**src/rtl/fifo_wr_arbiter.sv**
```systemverilog
// Round-robin write arbiter: four producers share one FIFO write port.
// Each word is tagged with the producer index; no write is issued while the FIFO is full.
module fifo_wr_arbiter #(
  parameter int unsigned dat_width = 8
) (
  input  logic                   clk,
  input  logic                   reset,
  input  logic                   en,
  input  logic [3:0]             req,
  input  logic [4*dat_width-1:0] req_data,
  input  logic                   fifo_full,
  output logic [3:0]             ack,
  output logic                   fifo_wr,
  output logic [dat_width+1:0]   fifo_din,
  output logic [1:0]             grant_id,
  output logic                   busy
);

  typedef enum logic [1:0] {IDLE, WRITE, SETTLE} state_t;

  state_t               state;
  logic [1:0]           rr_ptr;
  logic [1:0]           winner;
  logic                 found;
  logic [1:0]           idx;
  logic [dat_width-1:0] payload;

  // First set request at or above rr_ptr, wrapping modulo 4.
  always_comb begin
    found  = 1'b0;
    winner = rr_ptr;
    idx    = '0;
    for (int unsigned i = 0; i < 4; i++) begin
      idx = rr_ptr + 2'(i);
      if (!found && req[idx]) begin
        found  = 1'b1;
        winner = idx;
      end
    end
  end

  always_comb begin
    payload = req_data[32'(winner)*dat_width +: dat_width];
  end

  always_ff @(posedge clk or posedge reset) begin
    if (reset) begin
      state    <= IDLE;
      rr_ptr   <= '0;
      ack      <= '0;
      fifo_wr  <= 1'b0;
      fifo_din <= '0;
      grant_id <= '0;
      busy     <= 1'b0;
    end else begin
      case (state)
        IDLE: begin
          if (en && !fifo_full && found) begin
            state    <= WRITE;
            grant_id <= winner;
            fifo_din <= {winner, payload};
            ack      <= 4'(1) << winner;
            fifo_wr  <= 1'b1;
            busy     <= 1'b1;
          end
        end
        WRITE: begin
          ack     <= '0;
          fifo_wr <= 1'b0;
          rr_ptr  <= grant_id + 2'd1;
          state   <= SETTLE;
        end
        SETTLE: begin
          busy  <= 1'b0;
          state <= IDLE;
        end
        default: begin
          ack     <= '0;
          fifo_wr <= 1'b0;
          busy    <= 1'b0;
          state   <= IDLE;
        end
      endcase
    end
  end

endmodule
```
**config.mk**
```make
export PLATFORM = sky130hd
export DESIGN_NAME = fifo_wr_arbiter
export DESIGN_NICKNAME = d
export VERILOG_FILES = /design/src/rtl/fifo_wr_arbiter.sv
export SDC_FILE = /design/constraint.sdc
export NUM_CORES = 1
export LEC_CHECK = 0
export ABC_AREA = 0
export CAP_MARGIN = 20
export CORE_ASPECT_RATIO = 2
export CORE_MARGIN = 5
export CORE_UTILIZATION = 36
export DETAILED_ROUTE_END_ITERATION = 12
export HOLD_SLACK_MARGIN = 0.05
export PLACE_DENSITY = 0.76
export SETUP_SLACK_MARGIN = 0.4
export SLEW_MARGIN = 10
export SYNTH_ARGS = -nofsm -noshare
export SYNTH_HDL_FRONTEND = slang
export SYNTH_SLANG_ARGS = --single-unit
```
**constraint.sdc**
```tcl
create_clock -name clk -period 2 [get_ports clk]
set_clock_uncertainty 0.1 [all_clocks]
set_input_delay 0.2 -clock clk [delete_from_list [all_inputs] [get_ports clk]]
set_output_delay 0.2 -clock clk [all_outputs]
set_load 0.01 [all_outputs]
```
==> results.md <==
- Post-DRT Antenna Nets: 0
- Synth cell types: 29
- Top_reg_cell synth: dfrtp_1
- Root buffer cell: clkbuf_8
- Post-synthesis cell count: 124
- Antenna violations before repair: 0
- RSZ-0062 raised after global routing: true
- I/O pins: 58
- Vias in the first global route: 1600
- Top cell type's share of synthesized area: 41.8%
- TritonRoute pass-1 iters: 4
- Core footprint: roughly 3200 µm²
- Clock Path Buffers: 2
- Worst Path Arrival: 2.03 ns
- Critical path's slowest cell: or4b_4
- Post-CTS Hold Buffers: 0
- Worst slew margin: 64.5%
- Die ar.: 4650 µm²
- Ranking of synthesized cells by area: dfrtp_1, nor4b_1, a2111oi_0
- Hpwl dp: 3640 µm
- Hold Vio Cnt, Final: 0
- Worst path cell trace: or4b_4, or2_4, inv_1, buf_4, nor2_1, nor3_1
- GRT overflow: 0
- Layout area overhead: 121%
- Kind of critical path: flop to flop
- Status: complete, no violations
- Die H: 91.6 µm
- Synthesized cell area: 1200 µm²
- Leakage: 0.995 nW
- Syn. warnings: 0
- Avg Cell Area, Syn: between 9 and 10 µm²
- Syn nets: 164
- CTS clock-pin slew for the worst setup and hold paths: 0.08 ns
- CP max stage delay: approximately 0.54 ns
- Post-synth top area cell: dfrtp_1
- Origin of the critical flop-to-flop path: state[1]
- # H-tree levels: 1
- Register area share after synthesis: 41.8%
- Final Power: 0.00284 W
- Async set-reset flop share out of synthesis: 100%
- Actual slew at the worst max-slew pin: 0.525 ns
- IR drop worst, VDD: 907 µV
- Drt wl/cell: about 20 µm
- Critical path required time: 2.09 ns
- Die X: a little over 50 µm
- # setup viols final: 0
- Wire length of the first global-routing pass: 7830 µm
- Initial Utilization: 37.5%
- Initial drt markers: 33
- Largest net degree at the start of global routing: 21
- TritonCTS buffer count: 3
- Share of cells above drive strength 1: between 40% and 50%
- TritonCTS Sinks: 20
- Vias per Instance: 5.79
- CP Launch Type: flop
- Commonest non-fill, non-tap cell in the layout: clkdlybuf4s50_1
- Routed WL: 4870 µm
- Reg2reg setup slack: just under 0.06 ns
- Fillers: 188
- Hold Crit Class: input port to asynchronous set/reset pin
- Clk_lat worst skew: between 0.2 and 0.3 ns
- RR Endpoint: fifo_din[5]
- Pwr dens: 1070 nW/µm²
- Flip-flop and latch area: 503 µm²
- Critical path peak fanout: 5
- Worst Setup End Kind: flop
- CTS tree: done
- RePlAce Congestion: 0.758
- Area occupied by multi-input gates: 1050 µm²
- Final Util: 82.8%
- Num rows: 29
- Fmax: slightly above 500 MHz
- Total track usage: 21.4%
- Number of synthesized flops with an enable pin: 0
- Final period util: slightly below 100%
- Minimum clock period: 1.94 ns
- Most frequent cells in the layout: clkdlybuf4s50_1, buf_4, dfrtp_1
- Diodes inserted: 0
- Reg2Reg Depth: 6
- Slew Viols, Final: 0
- Remaining DRCs: 0
- Vias: between 1000 and 1500
- MaxCap Viol Count: 0
- Synth Register Bits: 20
- PortBufs: 57
- Net count, final: 254
-- how the worst max path moves through the flow --
stage / from / endpoint / slack [ns]
finish: state[1] / fifo_din[5] / 0.06
global route: state[1] / fifo_din[5] / -0.03
CTS: state[1] / fifo_din[3] / 0.08
detailed placement: req[3] / fifo_din[6] / -0.43
global placement: req[3] / fifo_din[0] / -0.36
floorplan: state[1] / fifo_din[1] / 0.17
-- state kept, by name (all words and copies together) (netlist names) --
name      cells
state         2
busy          1
rr_ptr        2
ack           4
fifo_din     10
fifo_wr       1
-- cells by family after synthesis --
kind of cell	share of synthesized area [%]
DFF	41.8
and+or+nand+nor	27.2
xor gates and xnor gates	0.732
AOI/OAI and AO/OA	22.0
buffers and inverters	8.25
-- layer usage --
layer / share of wire [%] / vias to the layer above / GRT usage [%]
met4: 2.4 / 0 / 8.32
met5: 0 / - / 0
met2: 61 / 44 / 42.3
met1: 34 / 703 / 21.5
li1: - / 657 / -
met3: 2.9 / 9 / 0.984
-- per-stage QoR --
step | hold WS (ns) | cells | area (µm²) | setup WS [ns] | setup TNS [ns]
finish | 0.152 | 244 | 2640 | 0.0588 | 0
global route | 0.215 | 244 | 2640 | -0.0338 | -0.0448
CTS | 0.154 | 242 | 2560 | 0.0809 | 0
detailed placement | 0.370 | 234 | 2360 | -0.427 | -5.14
global placement | 0.373 | 234 | 2360 | -0.360 | -4.32
floorplan | 0.0638 | 124 | 1560 | 0.165 | 0
-- what timing repair did --
action | in CTS | in global routing
endpoints found under the setup margin | 16 | 16
pin swaps | 24 | 7
gates resized for setup | 29 | 15
setup buffers | 2 | 2
gates cloned | 2 | 0
-- power breakdown --
part	switching [W]	internal, W	leakage (nW)
Combinational	0.000820	0.000920	0.720
Clock	0.000146	0.000268	0.0357
Sequential	0.000133	0.000552	0.239
-- layout make-up --
cell class,instances,area share (%)
Timing Repair Buffer,96,36.2
Multi-Input combinational cell,86,39.7
Tap cell,31,1.47
Inverter,7,0.994
Clock buffer,3,1.56
Sequential cell,20,19.0
Clock inverter,1,1.14
-- Yosys cell counts, types with 2 or more instances --
| library cell | count |
|---|---|
| a2111oi_1 | 7 |
| a2111oi_0 | 9 |
| nor2_1 | 9 |
| o21ai_0 | 5 |
| inv_1 | 7 |
| a21oi_1 | 3 |
| o31ai_1 | 2 |
| nand2_1 | 6 |
| buf_2 | 4 |
| buf_6 | 2 |
| buf_4 | 2 |
| a32o_1 | 2 |
| nand2b_1 | 4 |
| nor3_1 | 9 |
| clkbuf_1 | 4 |
| dfrtp_1 | 20 |
| or2_2 | 2 |
| nor4b_1 | 16 |
-- worst max-delay path, delay by kind of cell, from the launching register on --
kind / cells / cell delay, ns
AND/OR/NAND/NOR: 4 / 1.11
buffers and inverters: 2 / 0.25
flip-flops: 1 / 0.39
Power figures use the tool's default switching activity.
